[src/rtl/ex_result_stage_if.sv]
// EX->MEM stage bundle: decode/ALU sideband in, buffered head entry and PC redirect out.
// slave = the result stage itself, master = whatever drives it and consumes its head.
interface ex_result_stage_if #(
    parameter int XLEN       = 32,
    parameter int REG_ADDR_W = 5
);
    logic                  i_valid;
    logic                  o_ready;
    logic [XLEN-1:0]       i_alu_result;
    logic [XLEN-1:0]       i_rs2_data;
    logic [XLEN-1:0]       i_pc;
    logic [XLEN-1:0]       i_imm;
    logic [REG_ADDR_W-1:0] i_rd_addr;
    logic                  i_wb_en;
    logic                  i_mem_rd;
    logic                  i_mem_wr;
    logic [2:0]            i_funct3;
    logic                  i_is_branch;
    logic                  i_br_invert;
    logic                  i_is_jal;
    logic                  i_is_jalr;
    logic                  i_flush;
    logic                  o_redirect;
    logic [XLEN-1:0]       o_redirect_pc;
    logic                  o_valid;
    logic                  i_ready;
    logic [XLEN-1:0]       o_wb_data;
    logic [XLEN-1:0]       o_addr;
    logic [XLEN-1:0]       o_store_data;
    logic [REG_ADDR_W-1:0] o_rd_addr;
    logic                  o_wb_en;
    logic                  o_mem_rd;
    logic                  o_mem_wr;
    logic [2:0]            o_funct3;
    logic                  o_misaligned;

    modport slave (
        input  i_valid, i_alu_result, i_rs2_data, i_pc, i_imm, i_rd_addr, i_wb_en,
               i_mem_rd, i_mem_wr, i_funct3, i_is_branch, i_br_invert, i_is_jal,
               i_is_jalr, i_flush, i_ready,
        output o_ready, o_redirect, o_redirect_pc, o_valid, o_wb_data, o_addr,
               o_store_data, o_rd_addr, o_wb_en, o_mem_rd, o_mem_wr, o_funct3, o_misaligned
    );

    modport master (
        output i_valid, i_alu_result, i_rs2_data, i_pc, i_imm, i_rd_addr, i_wb_en,
               i_mem_rd, i_mem_wr, i_funct3, i_is_branch, i_br_invert, i_is_jal,
               i_is_jalr, i_flush, i_ready,
        input  o_ready, o_redirect, o_redirect_pc, o_valid, o_wb_data, o_addr,
               o_store_data, o_rd_addr, o_wb_en, o_mem_rd, o_mem_wr, o_funct3, o_misaligned
    );
endinterface

[src/rtl/ex_result_stage.sv]
// Purpose: EX->MEM result stage, branch/jump resolution, 2-entry skid FIFO (MISALIGN_CHECK_EN adds alignment checks).
// Latency: accept in cycle N -> head at o_valid and o_redirect pulse in N+1 (empty FIFO).
// Backpressure: o_ready drops only when both entries are held; i_valid ignored during o_redirect.
module ex_result_stage #(
    parameter int XLEN       = 32,
    parameter int REG_ADDR_W = 5
) (
    input logic              i_clk,
    input logic              i_rst_n,
    ex_result_stage_if.slave bus
);

    typedef struct packed {
        logic [XLEN-1:0]       wb_data;
        logic [XLEN-1:0]       addr;
        logic [XLEN-1:0]       store_data;
        logic [REG_ADDR_W-1:0] rd_addr;
        logic                  wb_en;
        logic                  mem_rd;
        logic                  mem_wr;
        logic [2:0]            funct3;
        logic                  misaligned;
    } entry_t;

    typedef enum logic [1:0] {EMPTY, ONE, TWO} state_t;

    state_t          state_q, state_nxt;
    entry_t          head_q, tail_q, new_entry;
    logic            redirect_q;
    logic [XLEN-1:0] redirect_pc_q;
    logic [XLEN-1:0] target;
    logic            taken, mem_mis, tgt_mis, any_mis;
    logic            ready, push, pop, redirect_set;
    logic            head_load_new, tail_load_new, head_from_tail;

    assign ready = (state_q != TWO);
    assign push  = bus.i_valid && ready && !redirect_q;
    assign pop   = (state_q != EMPTY) && bus.i_ready;

    assign taken  = (bus.i_is_branch && (bus.i_alu_result[0] ^ bus.i_br_invert))
                    || bus.i_is_jal || bus.i_is_jalr;
    assign target = bus.i_is_jalr ? (bus.i_alu_result & {{(XLEN-1){1'b1}}, 1'b0})
                                  : (bus.i_pc + bus.i_imm);

`ifdef MISALIGN_CHECK_EN
    assign mem_mis = (bus.i_mem_rd || bus.i_mem_wr) &&
                     ((bus.i_funct3[1:0] == 2'b01 && bus.i_alu_result[0]) ||
                      (bus.i_funct3[1:0] == 2'b10 && bus.i_alu_result[1:0] != 2'b00));
    assign tgt_mis = taken && target[1];
`else
    assign mem_mis = 1'b0;
    assign tgt_mis = 1'b0;
`endif
    assign any_mis = mem_mis || tgt_mis;

    // A misaligned jump target is reported through the entry instead of redirecting fetch.
    assign redirect_set = push && taken && !tgt_mis && !bus.i_flush;

    always_comb begin
        new_entry            = '0;
        new_entry.wb_data    = (bus.i_is_jal || bus.i_is_jalr) ? (bus.i_pc + XLEN'(4))
                                                               : bus.i_alu_result;
        new_entry.addr       = bus.i_alu_result;
        new_entry.store_data = bus.i_rs2_data;
        new_entry.rd_addr    = bus.i_rd_addr;
        new_entry.wb_en      = bus.i_wb_en;
        new_entry.mem_rd     = bus.i_mem_rd && !any_mis;
        new_entry.mem_wr     = bus.i_mem_wr && !any_mis;
        new_entry.funct3     = bus.i_funct3;
        new_entry.misaligned = any_mis;
    end

    always_comb begin
        state_nxt      = state_q;
        head_load_new  = 1'b0;
        tail_load_new  = 1'b0;
        head_from_tail = 1'b0;
        case (state_q)
            EMPTY: begin
                head_load_new = push;
                if (push) state_nxt = ONE;
            end
            ONE: begin
                head_load_new = push && pop;
                tail_load_new = push && !pop;
                if (push && !pop)      state_nxt = TWO;
                else if (!push && pop) state_nxt = EMPTY;
            end
            TWO: begin
                head_from_tail = pop;
                if (pop) state_nxt = ONE;
            end
            default: state_nxt = EMPTY;
        endcase
        if (bus.i_flush) state_nxt = EMPTY;
    end

    always_ff @(posedge i_clk or negedge i_rst_n) begin
        if (!i_rst_n) state_q <= EMPTY;
        else          state_q <= state_nxt;
    end

    always_ff @(posedge i_clk or negedge i_rst_n) begin
        if (!i_rst_n) begin
            head_q        <= '0;
            tail_q        <= '0;
            redirect_q    <= 1'b0;
            redirect_pc_q <= '0;
        end else begin
            if (head_load_new)       head_q <= new_entry;
            else if (head_from_tail) head_q <= tail_q;
            if (tail_load_new)       tail_q <= new_entry;
            redirect_q <= redirect_set;
            if (redirect_set) redirect_pc_q <= target;
        end
    end

    assign bus.o_ready       = ready;
    assign bus.o_valid       = (state_q != EMPTY);
    assign bus.o_redirect    = redirect_q;
    assign bus.o_redirect_pc = redirect_pc_q;
    assign bus.o_wb_data     = head_q.wb_data;
    assign bus.o_addr        = head_q.addr;
    assign bus.o_store_data  = head_q.store_data;
    assign bus.o_rd_addr     = head_q.rd_addr;
    assign bus.o_wb_en       = head_q.wb_en;
    assign bus.o_mem_rd      = head_q.mem_rd;
    assign bus.o_mem_wr      = head_q.mem_wr;
    assign bus.o_funct3      = head_q.funct3;
    assign bus.o_misaligned  = head_q.misaligned;

endmodule

[src/flat_wrapper.sv]
// flat-port wrapper written by rule: the top's interface ports become plain ports
module ex_result_stage_flat 
#(
    parameter int XLEN       = 32,
    parameter int REG_ADDR_W = 5
)
  (i_clk, i_rst_n, bus_i_valid, bus_i_alu_result, bus_i_rs2_data, bus_i_pc, bus_i_imm, bus_i_rd_addr, bus_i_wb_en, bus_i_mem_rd, bus_i_mem_wr, bus_i_funct3, bus_i_is_branch, bus_i_br_invert, bus_i_is_jal, bus_i_is_jalr, bus_i_flush, bus_i_ready, bus_o_ready, bus_o_redirect, bus_o_redirect_pc, bus_o_valid, bus_o_wb_data, bus_o_addr, bus_o_store_data, bus_o_rd_addr, bus_o_wb_en, bus_o_mem_rd, bus_o_mem_wr, bus_o_funct3, bus_o_misaligned);
  ex_result_stage_if #(.XLEN(XLEN), .REG_ADDR_W(REG_ADDR_W)) bus_i ();
  input logic i_clk;
  input logic i_rst_n;
  input wire logic [$bits(bus_i.i_valid)-1:0] bus_i_valid;
  input wire logic [$bits(bus_i.i_alu_result)-1:0] bus_i_alu_result;
  input wire logic [$bits(bus_i.i_rs2_data)-1:0] bus_i_rs2_data;
  input wire logic [$bits(bus_i.i_pc)-1:0] bus_i_pc;
  input wire logic [$bits(bus_i.i_imm)-1:0] bus_i_imm;
  input wire logic [$bits(bus_i.i_rd_addr)-1:0] bus_i_rd_addr;
  input wire logic [$bits(bus_i.i_wb_en)-1:0] bus_i_wb_en;
  input wire logic [$bits(bus_i.i_mem_rd)-1:0] bus_i_mem_rd;
  input wire logic [$bits(bus_i.i_mem_wr)-1:0] bus_i_mem_wr;
  input wire logic [$bits(bus_i.i_funct3)-1:0] bus_i_funct3;
  input wire logic [$bits(bus_i.i_is_branch)-1:0] bus_i_is_branch;
  input wire logic [$bits(bus_i.i_br_invert)-1:0] bus_i_br_invert;
  input wire logic [$bits(bus_i.i_is_jal)-1:0] bus_i_is_jal;
  input wire logic [$bits(bus_i.i_is_jalr)-1:0] bus_i_is_jalr;
  input wire logic [$bits(bus_i.i_flush)-1:0] bus_i_flush;
  input wire logic [$bits(bus_i.i_ready)-1:0] bus_i_ready;
  output wire logic [$bits(bus_i.o_ready)-1:0] bus_o_ready;
  output wire logic [$bits(bus_i.o_redirect)-1:0] bus_o_redirect;
  output wire logic [$bits(bus_i.o_redirect_pc)-1:0] bus_o_redirect_pc;
  output wire logic [$bits(bus_i.o_valid)-1:0] bus_o_valid;
  output wire logic [$bits(bus_i.o_wb_data)-1:0] bus_o_wb_data;
  output wire logic [$bits(bus_i.o_addr)-1:0] bus_o_addr;
  output wire logic [$bits(bus_i.o_store_data)-1:0] bus_o_store_data;
  output wire logic [$bits(bus_i.o_rd_addr)-1:0] bus_o_rd_addr;
  output wire logic [$bits(bus_i.o_wb_en)-1:0] bus_o_wb_en;
  output wire logic [$bits(bus_i.o_mem_rd)-1:0] bus_o_mem_rd;
  output wire logic [$bits(bus_i.o_mem_wr)-1:0] bus_o_mem_wr;
  output wire logic [$bits(bus_i.o_funct3)-1:0] bus_o_funct3;
  output wire logic [$bits(bus_i.o_misaligned)-1:0] bus_o_misaligned;
  assign bus_i.i_valid = bus_i_valid;
  assign bus_i.i_alu_result = bus_i_alu_result;
  assign bus_i.i_rs2_data = bus_i_rs2_data;
  assign bus_i.i_pc = bus_i_pc;
  assign bus_i.i_imm = bus_i_imm;
  assign bus_i.i_rd_addr = bus_i_rd_addr;
  assign bus_i.i_wb_en = bus_i_wb_en;
  assign bus_i.i_mem_rd = bus_i_mem_rd;
  assign bus_i.i_mem_wr = bus_i_mem_wr;
  assign bus_i.i_funct3 = bus_i_funct3;
  assign bus_i.i_is_branch = bus_i_is_branch;
  assign bus_i.i_br_invert = bus_i_br_invert;
  assign bus_i.i_is_jal = bus_i_is_jal;
  assign bus_i.i_is_jalr = bus_i_is_jalr;
  assign bus_i.i_flush = bus_i_flush;
  assign bus_i.i_ready = bus_i_ready;
  assign bus_o_ready = bus_i.o_ready;
  assign bus_o_redirect = bus_i.o_redirect;
  assign bus_o_redirect_pc = bus_i.o_redirect_pc;
  assign bus_o_valid = bus_i.o_valid;
  assign bus_o_wb_data = bus_i.o_wb_data;
  assign bus_o_addr = bus_i.o_addr;
  assign bus_o_store_data = bus_i.o_store_data;
  assign bus_o_rd_addr = bus_i.o_rd_addr;
  assign bus_o_wb_en = bus_i.o_wb_en;
  assign bus_o_mem_rd = bus_i.o_mem_rd;
  assign bus_o_mem_wr = bus_i.o_mem_wr;
  assign bus_o_funct3 = bus_i.o_funct3;
  assign bus_o_misaligned = bus_i.o_misaligned;
  ex_result_stage #(.XLEN(XLEN), .REG_ADDR_W(REG_ADDR_W)) u_core (.i_clk(i_clk), .i_rst_n(i_rst_n), .bus(bus_i));
endmodule
[config.mk]
export PLATFORM = sky130hd
export DESIGN_NAME = ex_result_stage_flat
export DESIGN_NICKNAME = d
export VERILOG_FILES = /design/src/rtl/ex_result_stage_if.sv /design/src/rtl/ex_result_stage.sv /design/src/flat_wrapper.sv
export SDC_FILE = /design/constraint.sdc
export NUM_CORES = 1
export LEC_CHECK = 0
export CORE_MARGIN = 2
export CORE_UTILIZATION = 44
export CTS_CLUSTER_SIZE = 8
export DETAILED_ROUTE_END_ITERATION = 10
export DONT_BUFFER_PORTS = 1
export GPL_ROUTABILITY_DRIVEN = 0
export PLACE_DENSITY = 0.71
export SETUP_SLACK_MARGIN = 0.5
export SLEW_MARGIN = 20
export SYNTH_ARGS = -nofsm -noshare
export SYNTH_HDL_FRONTEND = slang
export SYNTH_SLANG_ARGS = --single-unit
[constraint.sdc]
create_clock -name i_clk -period 1.8 [get_ports i_clk]
set_input_delay 0.27 -clock i_clk [delete_from_list [all_inputs] [get_ports i_clk]]
set_output_delay 0.27 -clock i_clk [all_outputs]
set_load 0.01 [all_outputs]
Yosys cells after proc, flatten, opt, wreduce, memory -nomap -nowiden. Cells that the tools add are included.

Add/sub/neg operators: 2. Equal/unequal tests: 6. Multiplexer cells: 13. Bitwise gates (word level): 1. Reductions and logical operators: 20.

Operator list (count): $mux W108 (2); $mux W32 (2); $add A32 B3 Y32 const B (1); $add A32 B32 Y32 (1); $mux W2 (5); $logic_and A1 B1 Y1 (9); $ne A3 B2 Y1 const B (2); $pmux W2 S3 (1); $logic_not A1 Y1 (4); $ne A4 B2 Y1 const B (1); $reduce_bool A2 Y1 (2); $logic_or A1 B1 Y1 (3); $reduce_and A3 Y1 (1); $eq A2 B1 Y1 const B (1); $eq A2 B2 Y1 const B (1); $logic_not A2 Y1 (1); $mux W1 (2); $ne A2 B2 Y1 const B (1); $pmux W1 S2 (1); $xor A1 B1 Y1 (1).

Bits in registers: 250. Bits of input ports: 148. Output and inout bits: 143. Logic and storage cells: 62.

Logic depth before layout (Yosys ltp). Gate-level depths: netlist (run 1).

Depth after elaboration: 9. Gate-level depth with buffers: 10. Depth with buffers taken out: 10.

Worst setup path after synthesis (run 1). No wires, ideal clock.

Kind: input -> register. Start: in bus_i_imm[0]. End: reg u_core.redirect_pc_q[26] (netlist: u_core.bus.o_redirect_pc[26]). Arrival time: 2.356 ns. Required time: 1.676 ns. Slack: -0.680 ns. Stages on the path: 10. Buffers on the path: 0. Cells stage by stage: ha_1 > fa_1 > a211oi_2 > o211ai_2 > a221oi_4 > o21ai_4 > a21o_1 > or3_1 > nand3_1 > nand3_1.

Cells in the longest elaborated chain, start to end: 2.

Ends and longest elaborated chain: from (decl) (RTL line flat_wrapper.sv:15) `input wire logic [$bits(bus_i.i_imm)-1:0] bus_i_imm;`; $add A32 B32 Y32 (RTL line ex_result_stage.sv:43) `: (bus.i_pc + bus.i_imm);`; $mux W32 (RTL line ex_result_stage.sv:42) `assign target = bus.i_is_jalr ? (bus.i_alu_result & {{(XLEN-1){1'b1}}, 1'b0})`; to (signal assigned) (RTL line ex_result_stage.sv:114) `if (redirect_set) redirect_pc_q <= target;`; to (decl) (RTL line ex_result_stage.sv:30) `logic [XLEN-1:0] redirect_pc_q;`.

No other way between the ends. A chain may end at the register's enable or synchronous reset.

Worst setup path after layout (run 1).
Start: reg u_core.redirect_q (netlist: u_core.bus.o_redirect). End: reg u_core.tail_q[15] (netlist name).

Cells in the longest elaborated chain, start to end: 4.

Ends and longest elaborated chain: from (decl) (RTL line ex_result_stage.sv:29) `logic redirect_q;`; from (signal assigned) (RTL line ex_result_stage.sv:113) `redirect_q <= redirect_set;`; $logic_not A1 Y1 (RTL line ex_result_stage.sv:37) `assign push = bus.i_valid && ready && !redirect_q;`; $logic_and A1 B1 Y1 (RTL line ex_result_stage.sv:37); $logic_and A1 B1 Y1 (RTL line ex_result_stage.sv:85) `tail_load_new = push && !pop;`; $mux W1 (RTL line ex_result_stage.sv:78) `case (state_q)`; to (signal assigned) (RTL line ex_result_stage.sv:112) `if (tail_load_new) tail_q <= new_entry;`; to (decl) (RTL line ex_result_stage.sv:28) `entry_t head_q, tail_q, new_entry;`.

No other way between the ends.

==> flow_metrics.py, run 1 <==
metrics = {
    "clocking": {
        "root_buffer": "clkbuf_16",
        "cts_tree": "yes",
        "clock_sinks": 249,
        "cts_buffers": 37,
        "clkTransAtPathRegs_ns": 0.06,
        "clockBufferDepth": 3,
        "cts-hold-fix-buffers": 78,
        "worst_skew_pair.late_latency_ns": 0.51,
        "htree_levels": 2,
    },
    "sta": {
        "hold-worst-slack_ns": -0.528,
        "max_freq_mhz": 513,
        "drv_slew": 0,
        "setup_viol_count_final": 209,
        "period_needed_ns": 1.95,
        "rsz0062_at_grt": "yes",
        "period_share_pct": 108,
        "fin_ws_ns": -0.149,
        "final_hold_viol_count": 261,
        "finClkSkew_ns": 0.0252,
        "relSlewSlack_pct": 43.7,
        "worst_pin_slew_ns": 0.844,
        "finalSetupTns_ns": -14.98,
    },
    "route": {
        "drt-wirelength-per-cell_um": 26.2,
        "via_per_inst": 6.16,
        "drt_drc_violations_left": 0,
        "drtIter0Drc": 994,
        "dr.pass1.iters": 5,
        "num_vias": 12100,
        "routed_wl_um": 51500,
        "ant_nets": 0,
    },
    "synthesis": {
        "netlist-cell-type-count": 64,
        "synth_top_area_share_pct": 49.6,
        "syn_area_per_cell_um2": 9.80,
        "async_flop_share_pct": 100,
        "synth_edf_count": 0,
        "synth_nets": 1463,
        "syn_inst": 1282,
        "yosysWarnings": 0,
        "yosysTopAreaCell": "dfrtp_1",
        "ys.flop_type": "dfrtp_1",
        "synth.cell_area_mm2": 0.0126,
        "synth-seq-area-share_pct": 49.6,
        "ys_ff_latch": 249,
        "synth_area_leaders": "dfrtp_1 (50%), nand2_1 (7.4%), mux2_2 (7.0%)",
    },
    "finish": {
        "layout_commonest_cell": "dfrtp_1",
        "fillers": 1750,
        "final_cell_mix": "dfrtp_1 (240), buf_4 (104), nand2_1 (98)",
        "finalInstanceArea_mm2": 0.0201,
        "multi_input_area_mm2": 0.00774,
        "layout-drive-gt1-share_pct": 46.8,
        "regArea_mm2": 0.00624,
        "area_growth_syn_to_layout_pct": 59.9,
        "fin_nets": 1763,
    },
    "placed_design": {
        "dp_worst_setup_slack_ns": -0.734,
        "port_buffers": 0,
        "dp_hpwl_um": 26500,
        "detailed_place.area_mm2": 0.0145,
    },
    "worst_setup_path": {
        "cp_max_fo": 6,
        "arrival_ns": 2.33,
        "required_ns": 2.18,
        "r2r_setup_slack_ns": -0.15,
        "crit_path_start_kind": "register",
        "r2r_end": "u_core.tail_q[15]$_DFFE_PN0P_",
        "cp-startpoint": "u_core.bus.o_redirect$_DFF_PN0_",
        "reg2reg_depth": 10,
        "end_kind": "register",
        "regToRegStartpoint": "u_core.bus.o_redirect$_DFF_PN0_",
        "crit_type": "register to register",
        "crit_path_end": "u_core.tail_q[15]$_DFFE_PN0P_",
    },
    "flow_run": {
        "cap_violations": 0,
    },
    "power": {
        "p_sw_uw": 6520,
        "ir_drop_mv": 0.531,
        "swShare_pct": 32.7,
        "p_leak_uw": 0.00884,
        "seq_power_share_pct": 44.0,
        "power.density_mw_per_mm2": 992,
        "p_int_uw": 13400,
        "pwr-share-clk_pct": 30.8,
        "p_comb_share_pct": 25.2,
    },
    "floorplanning": {
        "num_io_pins": 291,
        "die_x_um": 173,
        "num_rows": 61,
        "start_util_pct": 45.0,
        "die_h_um": 173,
        "die_area_mm2": 0.0299,
        "core_mm2": 0.0279,
    },
    "grt": {
        "antenna_found_initial": 2,
        "grt_pass1_vias": 12000,
        "grt_pass1_wl_um": 71500,
        "grt_overflow_total": 0,
        "track_usage_pct": 30.6,
        "grt_max_degree": 250,
    },
    "min_path": {
        "hold_class": "input port to async pin",
    },
    "status": {
        "violations": "hold timing, setup timing",
        "status": "finished with violations",
    },
}
## cell families after synthesis
kind of cell | Yosys count | share of synthesized area (%)
multiplexers | 88 | 7.79
other | 1 | 0.0299
buffers and inverters | 89 | 2.91
adder cells (fa/ha/maj) | 33 | 3.35
AO/OA/AOI/OAI | 354 | 18.1
flip-flops | 249 | 49.6
AND/OR/NAND/NOR | 417 | 14.6
XOR/XNOR | 51 | 3.56
## how the worst min path moves through the flow
stage | cells past startpoint | to
3_3_place_gp | 0 | u_core.bus.o_store_data[8]$_DFFE_PN0P_
5_1_grt | 0 | u_core.bus.o_store_data[7]$_DFFE_PN0P_
3_5_place_dp | 0 | u_core.bus.o_store_data[8]$_DFFE_PN0P_
6_report | 0 | u_core.bus.o_store_data[7]$_DFFE_PN0P_
2_1_floorplan | 0 | u_core.bus.o_addr[0]$_DFFE_PN0P_
4_1_cts | 0 | u_core.bus.o_addr[19]$_DFFE_PN0P_
## through the flow
step	util (%)	hold slack (ns)	total power, µW	cells
5_1_grt	71.9	-0.541	20600	1963
6_report	71.9	-0.528	19900	1965
3_5_place_dp	51.8	-0.0191	11600	1710
3_3_place_gp	51.8	-0.0176	11400	1710
4_1_cts	67.2	-0.542	18800	1934
2_1_floorplan	-	-0.0256	10500	1282
## synth_stat cells (all sizes together) (5+ instances only)
master / n
dfrtp: 249
nand3: 25
o21ai: 87
nor2: 61
xor2: 26
and3: 20
o211ai: 11
a21oi: 97
xnor2: 25
mux2: 78
nand3b: 5
nand4: 8
nor3: 9
buf: 27
inv: 11
nand2: 247
a22oi: 85
o21a: 9
nor2b: 19
clkbuf: 51
mux2i: 10
or3: 6
a21o: 16
a211oi: 18
a31oi: 6
ha: 32
## power by group through the flow
stage	logic (µW)	clock network (µW)	registers [µW]
after floorplan	2430	0	8040
after global placement	3000	0	8370
after detailed placement	3110	0	8450
after CTS	4260	6050	8450
after global routing	5350	6390	8860
final	5030	6130	8770
## metal layers
metal  track usage [%]  part of all wire [%]  up-vias
met2              50.6                    47      704
li1                  -                     -     5196
met3              11.5                    11      200
met4              11.3                   5.3        2
met1              36.4                    37     6007
met5                 0                 0.025        -
## cell type report
cell class / instances / share of cell area [%]
antenna: 2 / 0.0249
clock buffer: 39 / 4.65
sequential: 249 / 31.1
timing repair buffer: 338 / 23.0
inverter: 11 / 0.268
multi-input combinational: 945 / 38.5
clock inverter: 3 / 0.131
tap: 378 / 2.35
## worst max-delay path, cell delays in order, from the launching register on
cell and delay, ns:
dfrtp_1 0.39, nand2b_4 0.16, buf_6 0.13, buf_12 0.12, nor2_4 0.11, buf_6 0.12
buf_6 0.11, nand2_8 0.10, buf_6 0.14, buf_12 0.13, mux2_2 0.27
## timing repair
item,CTS,global route
cloned,44,14
endpoints found under the hold margin,446,266
endpoints found under the setup margin,251,260
setup buffers,60,15
gates resized for setup,230,247
pin swaps,121,74
## sequential cells by signal, indices dropped and copies added, names as in the netlist
register / count
u_core.bus.o_addr: 32
u_core.bus.o_rd_addr: 5
u_core.bus.o_funct3: 3
u_core.bus.o_redirect_pc: 32
u_core.tail_q: 107
u_core.bus.o_mem_rd: 1
u_core.bus.o_redirect: 1
u_core.bus.o_store_data: 32
u_core.bus.o_wb_en: 1
u_core.state_q: 2
u_core.bus.o_mem_wr: 1
u_core.bus.o_wb_data: 32
No activity file was read; power rests on OpenSTA's default activity.
==> inputs of run 2 (changes only) <==
--- a/config.mk
+++ b/config.mk
@@ -11,9 +11,10 @@
 export DETAILED_ROUTE_END_ITERATION = 10
 export DONT_BUFFER_PORTS = 1
 export GPL_ROUTABILITY_DRIVEN = 0
-export PLACE_DENSITY = 0.71
+export PLACE_DENSITY_LB_ADDON = 0.12
 export SETUP_SLACK_MARGIN = 0.5
 export SLEW_MARGIN = 20
 export SYNTH_ARGS = -nofsm -noshare
 export SYNTH_HDL_FRONTEND = slang
 export SYNTH_SLANG_ARGS = --single-unit
+export TNS_END_PERCENT = 30
==> constraint.sdc (replaced) <==
create_clock -name i_clk -period 1.6 [get_ports i_clk]
set_input_delay 0.24 -clock i_clk [delete_from_list [all_inputs] [get_ports i_clk]]
set_output_delay 0.24 -clock i_clk [all_outputs]
set_load 0.01 [all_outputs]
==> flow_metrics.py, run 2 (same netlist as run 1, synthesis figures left out) <==
metrics = {
    "finish": {
        "final_util_pct": 66.7,
        "layout-drive-gt1-share_pct": 39.4,
        "final_cell_mix": "dfrtp_1 (221), nand2_1 (164), buf_4 (116)",
        "layout_commonest_cell": "dfrtp_1",
        "fin_nets": 1728,
        "area_growth_syn_to_layout_pct": 48.3,
        "largest_reg_flops": 107,
        "largest-register": "u_core.tail_q",
    },
    "worst_setup_path": {
        "crit_type": "input port to register",
        "regToRegStartpoint": "u_core.state_q[1]$_DFFE_PN0P_",
        "arrival_ns": 2.27,
        "end_kind": "register",
        "crit_path_start_kind": "input port",
        "reg2reg_depth": 7,
        "required_ns": 1.98,
        "cp-startpoint": "bus_i_imm[0]",
        "cp_max_fo": 5,
    },
    "grt": {
        "grt_pass1_vias": 11100,
        "grt_overflow_total": 0,
        "grt_max_degree": 250,
        "grt_pass1_wl_um": 66000,
        "track_usage_pct": 28.1,
        "antenna_found_initial": 2,
    },
    "placed_design": {
        "dp_worst_setup_slack_ns": -0.886,
        "port_buffers": 0,
        "dp_hpwl_um": 26200,
    },
    "sta": {
        "drv_slew": 0,
        "finalSetupTns_ns": -33.66,
        "hold-worst-slack_ns": -0.562,
        "period_needed_ns": 1.89,
        "rsz0062_at_grt": "yes",
        "finClkSkew_ns": 0.0118,
        "max_freq_mhz": 529,
        "setup_viol_count_final": 238,
        "final_hold_viol_count": 272,
        "relSlewSlack_pct": 56.6,
        "worst_pin_slew_ns": 0.633,
        "fin_ws_ns": -0.290,
        "period_share_pct": 118,
    },
    "route": {
        "drt_drc_violations_left": 0,
        "routed_wl_um": 44100,
        "ant_nets": 0,
        "via_per_inst": 5.74,
        "num_vias": 11100,
        "dr.pass1.iters": 7,
        "drtIter0Drc": 760,
        "drt-wirelength-per-cell_um": 22.8,
    },
    "floorplanning": {
        "die_x_um": 173,
        "num_rows": 61,
        "die_h_um": 173,
        "num_io_pins": 291,
        "die_area_mm2": 0.0299,
        "core_mm2": 0.0279,
        "start_util_pct": 45.0,
    },
    "status": {
        "status": "finished with violations",
        "violations": "hold timing, setup timing",
    },
    "clocking": {
        "root_buffer": "clkbuf_16",
        "cts-hold-fix-buffers": 77,
        "clockBufferDepth": 3,
        "clkTransAtPathRegs_ns": 0.05,
        "clock_sinks": 249,
        "cts_buffers": 37,
        "cts_tree": "yes",
        "htree_levels": 2,
        "worst_skew_pair.late_latency_ns": 0.50,
    },
    "power": {
        "pwr-share-clk_pct": 32.0,
        "p_sw_uw": 6490,
        "p_leak_uw": 0.00821,
        "seq_power_share_pct": 45.1,
        "swShare_pct": 30.6,
        "p_comb_share_pct": 22.9,
        "power.density_mw_per_mm2": 1140,
        "p_int_uw": 14700,
        "ir_drop_mv": 0.563,
    },
    "flow_run": {
        "cap_violations": 0,
    },
    "min_path": {
        "hold_class": "input port to async pin",
    },
}
-- run 2: cell types whose count changed in the layout (fill, tap and decap cells not counted), sizes merged, moves of 2 or more --
cell	previous run	this run
buf	248	216
clkbuf	50	46
diode	2	4
inv	13	11
-- run 2: through the flow --
step,power (µW),cells,area [µm²]
after floorplan,11600,1282,13200
after global placement,12700,1718,14300
after detailed placement,12800,1718,14300
after CTS,20600,1899,17700
after global routing,22200,1926,18600
final,21200,1930,18600
-- run 2: routing by layer --
metal / track usage [%] / part of all wire [%]
met1: 36.4 / 42
met2: 45.0 / 47
met3: 9.65 / 9.2
met4: 7.63 / 2.2
met5: 0 / 0
-- run 2: path summary, 6_finish.rpt --
path | to | slack, ns
setup / recovery | u_core.bus.o_redirect_pc[26]$_DFFE_PN0P_ | -0.29
hold / removal | u_core.bus.o_store_data[11]$_DFFE_PN0P_ | -0.56
setup reg to reg | u_core.bus.o_redirect_pc[23]$_DFFE_PN0P_ | -0.29
hold reg to reg | u_core.bus.o_addr[11]$_DFFE_PN0P_ | 0.48
max in group asynchronous | u_core.bus.o_addr[16]$_DFFE_PN0P_ | 1.67
min in group i_clk | u_core.bus.o_redirect_pc[0]$_DFFE_PN0P_ | -0.08
-- run 2: cell type report --
type | count | area, µm²
Fill cell | 2122 | 9300
Multi-Input combinational cell | 946 | 7070
Tap cell | 378 | 473
Sequential cell | 249 | 6270
Inverter | 11 | 48.8
Timing Repair Buffer | 302 | 3820
Clock inverter | 1 | 7.51
Antenna cell | 4 | 10.0
Clock buffer | 39 | 943
-- run 2: power groups by stage --
stage	combinational [µW]	sequential [µW]	clock (µW)
3_3_place_gp	3310	9370	0
2_1_floorplan	2590	9000	0
6_report	4860	9560	6790
3_5_place_dp	3380	9430	0
4_1_cts	4390	9390	6850
5_1_grt	5290	9700	7180
-- run 2: critical path, stage by stage --
cell      delay [ns]
ha_4            0.15
fa_2            0.37
a211oi_4        0.25
o211ai_2        0.13
a221oi_4        0.34
o21ai_4         0.12
a21o_1          0.21
or3_1           0.31
nand3_1         0.08
nand3_1         0.06
-- run 2: repair_timing --
action	CTS	global route
setup buffers	32	20
pin swaps	38	46
setup endpoints to repair	391	391
endpoints found under the hold margin	468	270
gates resized for setup	185	170
gates cloned	32	7
